--- src/rtl/pipe_mem_pkg.sv ---
// pipe_mem_pkg: shared encodings and byte-lane helpers for the MEM stage.
// Access sizes, lane enables, store alignment, lane merge and load extract.
package pipe_mem_pkg;

    // Access size encoding carried on MEM_size; the reserved code behaves as word.
    typedef enum logic [1:0] {
        SZ_BYTE = 2'b00,
        SZ_HALF = 2'b01,
        SZ_WORD = 2'b10,
        SZ_RSVD = 2'b11
    } mem_size_e;

    localparam int WORD_W = 32;

    // Byte lanes touched by an access of the given size at address offset a.
    function automatic logic [3:0] lane_enable(input mem_size_e size, input logic [1:0] a);
        logic [3:0] be;
        case (size)
            SZ_BYTE: be = 4'b0001 << a;
            SZ_HALF: be = a[1] ? 4'b1100 : 4'b0011;
            default: be = 4'b1111;
        endcase
        return be;
    endfunction

    // Replicate right-aligned store data across all lanes so any lane can pick it up.
    function automatic logic [31:0] store_align(input mem_size_e size, input logic [31:0] d);
        logic [31:0] r;
        case (size)
            SZ_BYTE: r = {4{d[7:0]}};
            SZ_HALF: r = {2{d[15:0]}};
            default: r = d;
        endcase
        return r;
    endfunction

    // Replace only the enabled byte lanes of old_w with the matching lanes of new_w.
    function automatic logic [31:0] merge_lanes(input logic [31:0] old_w,
                                                input logic [31:0] new_w,
                                                input logic [3:0]  be);
        logic [31:0] r;
        for (int b = 0; b < 4; b++) begin
            r[8*b +: 8] = be[b] ? new_w[8*b +: 8] : old_w[8*b +: 8];
        end
        return r;
    endfunction

    // True when the offset is not a multiple of the access size.
    function automatic logic is_misaligned(input mem_size_e size, input logic [1:0] a);
        logic m;
        case (size)
            SZ_BYTE: m = 1'b0;
            SZ_HALF: m = a[0];
            default: m = |a;
        endcase
        return m;
    endfunction

    // Right-align the addressed byte/half and extend; word loads pass through.
    function automatic logic [31:0] load_extract(input mem_size_e   size,
                                                 input logic [1:0]  a,
                                                 input logic        uns,
                                                 input logic [31:0] word);
        logic [31:0] sh;
        logic [31:0] r;
        logic [15:0] h;
        sh = word >> {a, 3'b000};
        h  = a[1] ? word[31:16] : word[15:0];
        case (size)
            SZ_BYTE: r = uns ? {24'h000000, sh[7:0]} : {{24{sh[7]}}, sh[7:0]};
            SZ_HALF: r = uns ? {16'h0000, h} : {{16{h[15]}}, h};
            default: r = word;
        endcase
        return r;
    endfunction

endpackage

--- src/rtl/pipe_stage_mem_io_if.sv ---
// pipe_stage_mem_io_if: EX/MEM request bus into the MEM stage and its results.
// master = pipeline side driving the request, slave = the MEM stage.
interface pipe_stage_mem_io_if;
    logic        MEM_wmem;
    logic        MEM_rmem;
    logic [1:0]  MEM_size;
    logic        MEM_unsigned;
    logic [31:0] MEM_alu;
    logic [31:0] MEM_datain;
    logic [31:0] MEM_mem_out;
    logic        MEM_misaligned;

    modport master (
        output MEM_wmem, MEM_rmem, MEM_size, MEM_unsigned, MEM_alu, MEM_datain,
        input  MEM_mem_out, MEM_misaligned
    );

    modport slave (
        input  MEM_wmem, MEM_rmem, MEM_size, MEM_unsigned, MEM_alu, MEM_datain,
        output MEM_mem_out, MEM_misaligned
    );
endinterface

--- src/rtl/pipe_mem_io_regs.sv ---
// pipe_mem_io_regs: memory-mapped I/O block of the MEM stage.
// Output registers with byte-lane writes, input ports, sticky change flags
// and the I/O read mux. With PIPE_STAGE_MEM_IO_SYNC_EN defined, inputs pass
// through 2-flop synchronisers plus a history stage for change detection;
// otherwise inputs are read combinationally and the change flags are 0.
module pipe_mem_io_regs
    import pipe_mem_pkg::*;
#(
    parameter int N_OUT = 3,
    parameter int N_IN  = 2,
    parameter int IOW   = 5
) (
    input  logic                  clk_i,
    input  logic                  rst_i,
    input  logic                  wr_en_i,
    input  logic                  rd_en_i,
    input  logic [IOW-1:0]        idx_i,
    input  logic [3:0]            be_i,
    input  logic [31:0]           wdata_i,
    input  logic [32*N_IN-1:0]    in_ports_i,
    output logic [31:0]           rdata_o,
    output logic [32*N_OUT-1:0]   out_ports_o,
    output logic [N_IN-1:0]       in_changed_o
);

    logic [31:0]     idx_ext_s;
    logic [31:0]     out_q [N_OUT];
    logic [31:0]     out_d [N_OUT];
    logic [31:0]     in_vis_s [N_IN];
    logic [N_IN-1:0] chg_s;

    assign idx_ext_s = 32'(idx_i);

    // Next state of output registers: merge enabled lanes on an in-range store.
    always_comb begin
        for (int k = 0; k < N_OUT; k++) begin
            out_d[k] = (wr_en_i && (idx_ext_s == 32'(k)))
                       ? merge_lanes(out_q[k], wdata_i, be_i)
                       : out_q[k];
        end
    end

    // Output register bank; reset dominates any store in the same cycle.
    always_ff @(posedge clk_i) begin
        if (rst_i) begin
            for (int k = 0; k < N_OUT; k++) begin
                out_q[k] <= 32'h0000_0000;
            end
        end else begin
            out_q <= out_d;
        end
    end

    for (genvar g = 0; g < N_OUT; g++) begin : g_out_pack
        assign out_ports_o[32*g +: 32] = out_q[g];
    end

`ifdef PIPE_STAGE_MEM_IO_SYNC_EN
    logic [31:0]     sync1_q [N_IN];
    logic [31:0]     sync2_q [N_IN];
    logic [31:0]     hist_q  [N_IN];
    logic [N_IN-1:0] chg_q;
    logic [N_IN-1:0] chg_d;

    // Change flags: a fresh difference sets, a data-index load clears, set wins.
    always_comb begin
        chg_d = chg_q;
        for (int k = 0; k < N_IN; k++) begin
            if (sync2_q[k] != hist_q[k]) begin
                chg_d[k] = 1'b1;
            end else if (rd_en_i && (idx_ext_s == 32'(k))) begin
                chg_d[k] = 1'b0;
            end else begin
                chg_d[k] = chg_q[k];
            end
        end
    end

    // Synchroniser chain, history stage and sticky flags.
    always_ff @(posedge clk_i) begin
        if (rst_i) begin
            for (int k = 0; k < N_IN; k++) begin
                sync1_q[k] <= 32'h0000_0000;
                sync2_q[k] <= 32'h0000_0000;
                hist_q[k]  <= 32'h0000_0000;
            end
            chg_q <= '0;
        end else begin
            for (int k = 0; k < N_IN; k++) begin
                sync1_q[k] <= in_ports_i[32*k +: 32];
            end
            sync2_q <= sync1_q;
            hist_q  <= sync2_q;
            chg_q   <= chg_d;
        end
    end

    assign in_vis_s = sync2_q;
    assign chg_s    = chg_q;
`else
    logic unused_rd_en_s;
    assign unused_rd_en_s = rd_en_i;

    // Unsynchronised build: ports are visible directly.
    always_comb begin
        for (int k = 0; k < N_IN; k++) begin
            in_vis_s[k] = in_ports_i[32*k +: 32];
        end
    end

    assign chg_s = '0;
`endif

    assign in_changed_o = chg_s;

    // I/O read mux: input ports, then status word, then output read-back, else 0.
    always_comb begin
        rdata_o = 32'h0000_0000;
        for (int k = 0; k < N_IN; k++) begin
            rdata_o = rdata_o | ({32{idx_ext_s == 32'(k)}} & in_vis_s[k]);
        end
        rdata_o = rdata_o | ({32{idx_ext_s == 32'(N_IN)}} & 32'(chg_s));
        for (int k = 0; k < N_OUT; k++) begin
            rdata_o = rdata_o | ({32{idx_ext_s == 32'(N_IN + 1 + k)}} & out_q[k]);
        end
    end

endmodule

--- src/rtl/pipe_stage_mem_io.sv ---
// pipe_stage_mem_io: MEM pipeline stage with byte/half/word data RAM and
// memory-mapped I/O. Holds the RAM array, address decode and alignment check;
// I/O registers live in pipe_mem_io_regs. Optional input synchronisers are
// enabled with the PIPE_STAGE_MEM_IO_SYNC_EN macro.
module pipe_stage_mem_io
    import pipe_mem_pkg::*;
#(
    parameter int DMEM_AW    = 5,
    parameter int N_OUT      = 3,
    parameter int N_IN       = 2,
    parameter int IO_SEL_BIT = 7
) (
    input  logic                  mem_clock,
    input  logic                  reset,
    pipe_stage_mem_io_if.slave    bus,
    input  logic [32*N_IN-1:0]    in_ports,
    output logic [32*N_OUT-1:0]   out_ports,
    output logic [N_IN-1:0]       in_changed
);

    localparam int IOW = IO_SEL_BIT - 2;

    mem_size_e          size_s;
    logic [1:0]         ofs_s;
    logic               io_sel_s;
    logic               mis_s;
    logic [3:0]         be_s;
    logic [31:0]        wdata_s;
    logic [DMEM_AW-1:0] ram_idx_s;
    logic [IOW-1:0]     io_idx_s;
    logic               ram_we_s;
    logic               io_we_s;
    logic               io_re_s;
    logic [31:0]        ram_rdata_s;
    logic [31:0]        io_rdata_s;
    logic [31:0]        mem_out_s;
    logic [31:0]        dmem_q [2**DMEM_AW];
    logic               unused_alu_s;

    // Upper address bits beyond the decode are intentionally don't-care (aliasing).
    assign unused_alu_s = ^bus.MEM_alu;

    assign size_s    = mem_size_e'(bus.MEM_size);
    assign ofs_s     = bus.MEM_alu[1:0];
    assign io_sel_s  = bus.MEM_alu[IO_SEL_BIT];
    assign ram_idx_s = bus.MEM_alu[DMEM_AW+1:2];
    assign io_idx_s  = bus.MEM_alu[IO_SEL_BIT-1:2];
    assign mis_s     = is_misaligned(size_s, ofs_s);
    assign be_s      = lane_enable(size_s, ofs_s);
    assign wdata_s   = store_align(size_s, bus.MEM_datain);

    assign ram_we_s  = bus.MEM_wmem & ~io_sel_s & ~mis_s;
    assign io_we_s   = bus.MEM_wmem &  io_sel_s & ~mis_s;
    assign io_re_s   = bus.MEM_rmem &  io_sel_s & ~mis_s;

    // Data RAM: per-lane writes, no reset of contents, writes blocked during reset.
    always_ff @(posedge mem_clock) begin
        if (!reset && ram_we_s) begin
            for (int b = 0; b < 4; b++) begin
                if (be_s[b]) begin
                    dmem_q[ram_idx_s][8*b +: 8] <= wdata_s[8*b +: 8];
                end
            end
        end
    end

    // Asynchronous read of the pre-edge contents gives read-before-write.
    assign ram_rdata_s = dmem_q[ram_idx_s];

    pipe_mem_io_regs #(
        .N_OUT (N_OUT),
        .N_IN  (N_IN),
        .IOW   (IOW)
    ) u_io_regs (
        .clk_i        (mem_clock),
        .rst_i        (reset),
        .wr_en_i      (io_we_s),
        .rd_en_i      (io_re_s),
        .idx_i        (io_idx_s),
        .be_i         (be_s),
        .wdata_i      (wdata_s),
        .in_ports_i   (in_ports),
        .rdata_o      (io_rdata_s),
        .out_ports_o  (out_ports),
        .in_changed_o (in_changed)
    );

    // Load result: extract from RAM or I/O, zero when idle or misaligned.
    always_comb begin
        mem_out_s = 32'h0000_0000;
        if (bus.MEM_rmem && !mis_s) begin
            mem_out_s = load_extract(size_s, ofs_s, bus.MEM_unsigned,
                                     io_sel_s ? io_rdata_s : ram_rdata_s);
        end else begin
            mem_out_s = 32'h0000_0000;
        end
    end

    assign bus.MEM_mem_out    = mem_out_s;
    assign bus.MEM_misaligned = mis_s;

endmodule

--- src/flat_wrapper.sv ---
// flat-port wrapper written by rule: the top's interface ports become plain ports
module pipe_stage_mem_io_flat import pipe_mem_pkg::*;
#(
    parameter int DMEM_AW    = 5,
    parameter int N_OUT      = 3,
    parameter int N_IN       = 2,
    parameter int IO_SEL_BIT = 7
)
  (mem_clock, reset, in_ports, out_ports, in_changed, bus_MEM_wmem, bus_MEM_rmem, bus_MEM_size, bus_MEM_unsigned, bus_MEM_alu, bus_MEM_datain, bus_MEM_mem_out, bus_MEM_misaligned);
  pipe_stage_mem_io_if bus_i ();
  input  logic mem_clock;
  input  logic reset;
  input  logic [32*N_IN-1:0] in_ports;
  output logic [32*N_OUT-1:0] out_ports;
  output logic [N_IN-1:0] in_changed;
  input wire logic [$bits(bus_i.MEM_wmem)-1:0] bus_MEM_wmem;
  input wire logic [$bits(bus_i.MEM_rmem)-1:0] bus_MEM_rmem;
  input wire logic [$bits(bus_i.MEM_size)-1:0] bus_MEM_size;
  input wire logic [$bits(bus_i.MEM_unsigned)-1:0] bus_MEM_unsigned;
  input wire logic [$bits(bus_i.MEM_alu)-1:0] bus_MEM_alu;
  input wire logic [$bits(bus_i.MEM_datain)-1:0] bus_MEM_datain;
  output wire logic [$bits(bus_i.MEM_mem_out)-1:0] bus_MEM_mem_out;
  output wire logic [$bits(bus_i.MEM_misaligned)-1:0] bus_MEM_misaligned;
  assign bus_i.MEM_wmem = bus_MEM_wmem;
  assign bus_i.MEM_rmem = bus_MEM_rmem;
  assign bus_i.MEM_size = bus_MEM_size;
  assign bus_i.MEM_unsigned = bus_MEM_unsigned;
  assign bus_i.MEM_alu = bus_MEM_alu;
  assign bus_i.MEM_datain = bus_MEM_datain;
  assign bus_MEM_mem_out = bus_i.MEM_mem_out;
  assign bus_MEM_misaligned = bus_i.MEM_misaligned;
  pipe_stage_mem_io #(.DMEM_AW(DMEM_AW), .N_OUT(N_OUT), .N_IN(N_IN), .IO_SEL_BIT(IO_SEL_BIT)) u_core (.mem_clock(mem_clock), .reset(reset), .bus(bus_i), .in_ports(in_ports), .out_ports(out_ports), .in_changed(in_changed));
endmodule
--- config.mk ---
export PLATFORM = sky130hd
export DESIGN_NAME = pipe_stage_mem_io_flat
export DESIGN_NICKNAME = d
export VERILOG_FILES = /design/src/rtl/pipe_mem_pkg.sv /design/src/rtl/pipe_stage_mem_io_if.sv /design/src/rtl/pipe_mem_io_regs.sv /design/src/rtl/pipe_stage_mem_io.sv /design/src/flat_wrapper.sv
export SDC_FILE = /design/constraint.sdc
export NUM_CORES = 1
export LEC_CHECK = 0
export BUFFER_PORTS_ARGS = -buffer_cell sky130_fd_sc_hd__buf_4
export CORE_ASPECT_RATIO = 0.8
export CORE_UTILIZATION = 55
export CTS_CLUSTER_SIZE = 8
export DETAILED_ROUTE_END_ITERATION = 10
export PLACE_DENSITY = 0.84
export SYNTH_ARGS = -nofsm -noshare
export SYNTH_HDL_FRONTEND = slang
export SYNTH_HIERARCHICAL = 1
export SYNTH_SLANG_ARGS = --single-unit
--- constraint.sdc ---
create_clock -name mem_clock -period 2.9 [get_ports mem_clock]
set_input_delay 0.145 -clock mem_clock [delete_from_list [all_inputs] [get_ports mem_clock]]
set_output_delay 0.145 -clock mem_clock [all_outputs]
set_load 0.02 [all_outputs]
Yosys cells after proc, flatten, opt, wreduce, memory -nomap -nowiden --
Memory sizes are Yosys's and may differ from the RTL's. Index checks and enable logic that the tools add are counted.
Storage, ports and cells: flip-flop bits (word level) 96, memory bits (writable) 1024, input bits 135, output and inout port bits 131, memories 1
Cells by class: eq/ne operators 6, shifts and indexed selects 2, mux-type cells 22, bitwise logic cells 15, reduce and logical (&&, ||, !) cells 22
Memories:
- u_core.dmem_q | depth 32, width 32, read ports 1, clocked after memory_dff 0, write ports 1, line pipe_stage_mem_io.sv:37 | logic [31:0] dmem_q [2**DMEM_AW];
Operators by type and width (count):
- AND 32 bit | 5
- two-way mux 32 bit | 4
- OR 32 bit | 4
- one-hot mux 32 bit (2 select lines) | 2
- logical NOT 32 bit | 1
- >> shifter 32 x 5 -> 8 bit | 1
- AND reduction 2 bit | 12
- two-way mux 16 bit | 1
- two-way mux 1 bit | 12
- equality test 5 x 2 -> 1 bit, second input constant | 2
- equality test 5 x 3 -> 1 bit, second input constant | 2
- one-hot mux 4 bit (2 select lines) | 1
- equality test 5 x 1 -> 1 bit, second input constant | 1
- logical AND 1 bit | 5
- AND 1 bit | 4
- two-way mux 4 bit | 1
- left shift 1 x 2 -> 4 bit, first input constant | 1
- equality test 2 x 1 -> 1 bit, second input constant | 1
- logical NOT 1 bit | 2
- logical NOT 2 bit | 1
- NOT 1 bit | 2
- one-hot mux 1 bit (2 select lines) | 1
- OR reduction 2 bit | 1

Logic depth before layout (Yosys ltp) --
word-level depth 11, depth in mapped cells 13, depth with buffers taken out 9

Hierarchy --
Netlist, hierarchy kept.
By module, submodules not included:
- pipe_stage_mem_io | times used 1, cells each 2137, area an instance 41199.5 µm²
- pipe_mem_io_regs | times used 1, cells each 554, area an instance 5418.9 µm²

Worst setup path before layout --
No wires, ideal clock.
kind in2reg, start point input port bus_MEM_size[0], end point register u_core.u_io_regs.out_q, in the netlist u_core/u_io_regs/out_ports_o[57], setup time 77 ps, arrival time 2678 ps, slack 145 ps, stages 6, path buffers 2, cell sequence clkbuf_1 > buf_1 > mux2i_1 > o21ai_0 > nand2b_1 > mux2i_1
RTL lines:
- from (decl) | line flat_wrapper.sv:18 | input wire logic [$bits(bus_i.MEM_size)-1:0] bus_MEM_size;
- equality test 2 x 1 -> 1 bit or logical NOT 2 bit (tied branches) | line pipe_mem_pkg.sv:29 | case (size)
- one-hot mux 32 bit (2 select lines) (*) | line pipe_mem_pkg.sv:29
- via u_core.wdata_s[25] | line pipe_stage_mem_io.sv:28 | logic [31:0] wdata_s;
- to (signal assigned) | line pipe_mem_io_regs.sv:50 | out_q <= out_d;
- to (decl) | line pipe_mem_io_regs.sv:27 | logic [31:0] out_q [N_OUT];
The timed path passes the listed nets; every way through them passes the cells marked *. A chain may end at the register's enable or synchronous reset.

Final worst setup path --
start point memory u_core.dmem_q[31][15], end point output port bus_MEM_mem_out[17]
Between the ends: word-level cells in the longest chain between the ends 6
RTL lines:
- from (decl) | line pipe_stage_mem_io.sv:37
- memory read (32 x 32 bit) (*)
- two-way mux 32 bit (*) | line pipe_stage_mem_io.sv:93 | io_sel_s ? io_rdata_s : ram_rdata_s);
- >> shifter 32 x 5 -> 8 bit or two-way mux 16 bit (tied branches) | line pipe_mem_pkg.sv:67, pipe_mem_pkg.sv:68
- two-way mux 32 bit, on equally long branches | line pipe_mem_pkg.sv:70, pipe_mem_pkg.sv:71
- one-hot mux 32 bit (2 select lines) (*) | line pipe_mem_pkg.sv:69 | case (size)
- two-way mux 32 bit (*) | line pipe_stage_mem_io.sv:91 | if (bus.MEM_rmem && !mis_s) begin
- to (decl) | line flat_wrapper.sv:22 | output wire logic [$bits(bus_i.MEM_mem_out)-1:0] bus_MEM_mem_out;
Every way passes the cells marked *; elsewhere a longest branch is shown, timed or not.

==> impl_metrics.tcl <==
set metrics [dict create \
    report.final.slew_viol_count 0 \
    mean_cell_area_of_the_mapped_netlist_um2 17.3 \
    status "finished, violations left" \
    rsz_0062_raised_after_global_routing "yes" \
    first_pass_grt_wire_length_mm 231 \
    stdcell_count 4556 \
    globalRouteOverflowTotal 0 \
    grt_util_all_layers 0.385 \
    crit_path_start_kind "flop" \
    num-nets-final 3528 \
    irDropWorstVdd_mv 0.609 \
    rel_slew_slack 0.0907 \
    area_delta_synth_final_pct 24.1 \
    crit_arrival_ns 3.41 \
    power_density_nw_per_um2 645 \
    min_delay_worst_endpoint "u_core/dmem_q[1][5]" \
    postLayoutSetupSlackWorst_ns -0.652 \
    actual_slew_at_the_worst_max_slew_pin_ns 1.36 \
    start_util 0.555 \
    post_route_standard_cell_area_excluding_fillers_um2 57900 \
    crit_chain "mux4_2 -> and2_4 -> a211oi_2 -> nand4_1 -> buf_6 -> a22o_4 -> o31ai_4 -> buf_12 -> o21ai_0 -> buf_4" \
    core_area_um2 83900 \
    drtPass1Iterations 10 \
    timing.critical_path.buf_inv 3 \
    routed_wire_length_per_instance_um 36.3 \
    synthesis.yosys.warnings 6 \
    detail_route.iter0.violations 5505 \
    post-route-min-period_ns 3.55 \
    critPathKind "reg2out" \
    biggest_fanout_along_the_worst_timing_path 9 \
    worst_hold_path_type "in2reg" \
    endpoint_of_the_worst_register_to_register_path "u_core/u_io_regs/out_ports_o[13]" \
    syn_area_um2 46600 \
    place_congestion 1.04 \
    min_delay_path_depth 2 \
    max_cap_viols 0 \
    placed_cells_incl_taps 4339 \
    ff2ff_path_depth 3 \
    ios 266 \
    syn-instance-count 2690 \
    worst_hold_startpoint "bus_MEM_datain[5]" \
    clock_latency_ns 0.75 \
    report.final.setup_viol 32 \
    worstPathRequired_ns 2.76 \
    die_area_um2 85900 \
    vias_per_cell 6.93 \
    grt_pass1_vias 31100 \
    drt.antenna.violating_nets 0 \
    worst_path_max_delay_cell "sky130_fd_sc_hd__mux4_2" \
    design_power_total_mw 37.3 \
    largest_net_degree_at_the_start_of_global_routing 87 \
    vias 31600 \
    post_route_cells_drive_above_1_share 0.361 \
    cpPeakStageDelay_ns 0.54 \
    layout_worst_path_cycle_share 1.22 \
    post-dp-hpwl_mm 111 \
    antenna_violations_before_repair 13 \
    die_h_um 262 \
    postPlaceCellArea_um2 52800 \
    port-buffer-count 239 \
    clockBufferDepth 3 \
    cts.root.buffer_cell "sky130_fd_sc_hd__clkbuf_16" \
    htree_levels 4 \
    critPathTopFamily "compound AO/OA/AOI/OAI gates" \
    clock-sinks 1120 \
    timing.hold.ws_ns 0.0806 \
    max_freq_ghz 0.282 \
    postRouteWirelength_mm 165 \
    route.detailed.drc 0 \
    cts_tree "yes" \
    finalHoldViolCount 0 \
    critical_path.reg2reg.startpoint "u_core/u_io_regs/out_ports_o[13]" \
    leakagePower_nw 20.7 \
    floorplan.die.width_um 327 \
    register_to_register_setup_slack_ns 1.85 \
    cp-end-kind "output pin" \
    failing_checks "setup timing" \
    num_rows 95 \
    inserted_clock_buffers 157 \
    worst_setup_hold_path_clk_slew_ns 0.05 \
    final.setup_skew_ns 0 \
]
==> worst reg2reg max path, cell delays in order (launching register included) <==
cell	delay, ns
sky130_fd_sc_hd__dfxtp_1	0.46
sky130_fd_sc_hd__buf_4	0.21
sky130_fd_sc_hd__nand2b_1	0.09
sky130_fd_sc_hd__mux2i_1	0.19
==> how the worst max path moves through the flow <==
stage	from	end	slack [ns]	cells after the start
floorplan	bus_MEM_size[0]	u_core/u_io_regs/out_ports_o[57]	0.15	6
global route	u_core/dmem_q[31][15]	bus_MEM_mem_out[30]	-0.65	11
detailed placement	bus_MEM_alu[2]	bus_MEM_mem_out[1]	-0.48	13
global placement	bus_MEM_alu[3]	bus_MEM_mem_out[6]	-0.50	11
finish	u_core/dmem_q[31][15]	bus_MEM_mem_out[17]	-0.65	10
CTS	u_core/dmem_q[31][15]	bus_MEM_mem_out[22]	-0.63	11
==> layer usage <==
metal  vias up  GRT usage  share of wire  wire [um]
li1      12100          -              -          -
met1     15800      0.522           0.35      57100
met2      3052      0.560           0.44      72100
met3       576      0.143           0.16      26900
met4        10      0.169          0.055       9010
met5         -          0        0.00046         76
==> state kept, by name, indices dropped and copies added, names as in the netlist <==
name / flops
u_core/u_io_regs/out_ports_o: 96
u_core/dmem_q: 1024
==> what timing repair did <==
| item | 4_1_cts | 5_1_grt |
|---|---|---|
| cloned | 0 | 0 |
| hold buffers | 5 | 0 |
| endpoints found under the hold margin | 170 | 0 |
| gates resized for setup | 110 | 40 |
| buffers inserted | 1 | 5 |
| endpoints found under the setup margin | 32 | 32 |
| pin swaps | 27 | 18 |
==> power breakdown <==
part           total, mW  internal (mW)  leakage [nW]  switching [mW]
combinational       2.88           1.08          8.69            1.80
sequential          17.8           17.8          9.90          0.0116
clock               16.6           9.76          2.09            6.87
total               37.3           28.6          20.7            8.68
==> final cells by class <==
class / count / area, um2
flip-flops and latches: 1120 / 32700
repair buffers: 716 / 5860
clock inverters: 15 / 272
clock buffers: 188 / 4050
well taps: 1115 / 1400
diodes: 4 / 10.0
multi-input cells: 1385 / 13600
inverters: 13 / 48.8
fillers: 5183 / 26100
==> cell usage in the layout (no fill, tap or decap), drive strengths merged, types with 32 or more instances in the layout <==
cell type  instances
edfxtp          1024
nand3b            36
mux4             208
nand2b           141
nor2             176
and3              45
a21oi             43
o21ai             52
buf              711
clkbuf           188
dfxtp             96
mux2i            225
nand2            113
mux2              48
a22oi             40
o22ai             32
==> per-stage QoR <==
step	setup TNS [ns]	setup slack (ns)	utilization
global placement	-9.26	-0.504	0.629
floorplan	0	0.145	-
detailed placement	-11.75	-0.477	0.629
finish	-17.22	-0.652	0.690
global route	-17.77	-0.651	0.690
CTS	-16.86	-0.634	0.687
Note: power is estimated with default switching activity, not from simulation.
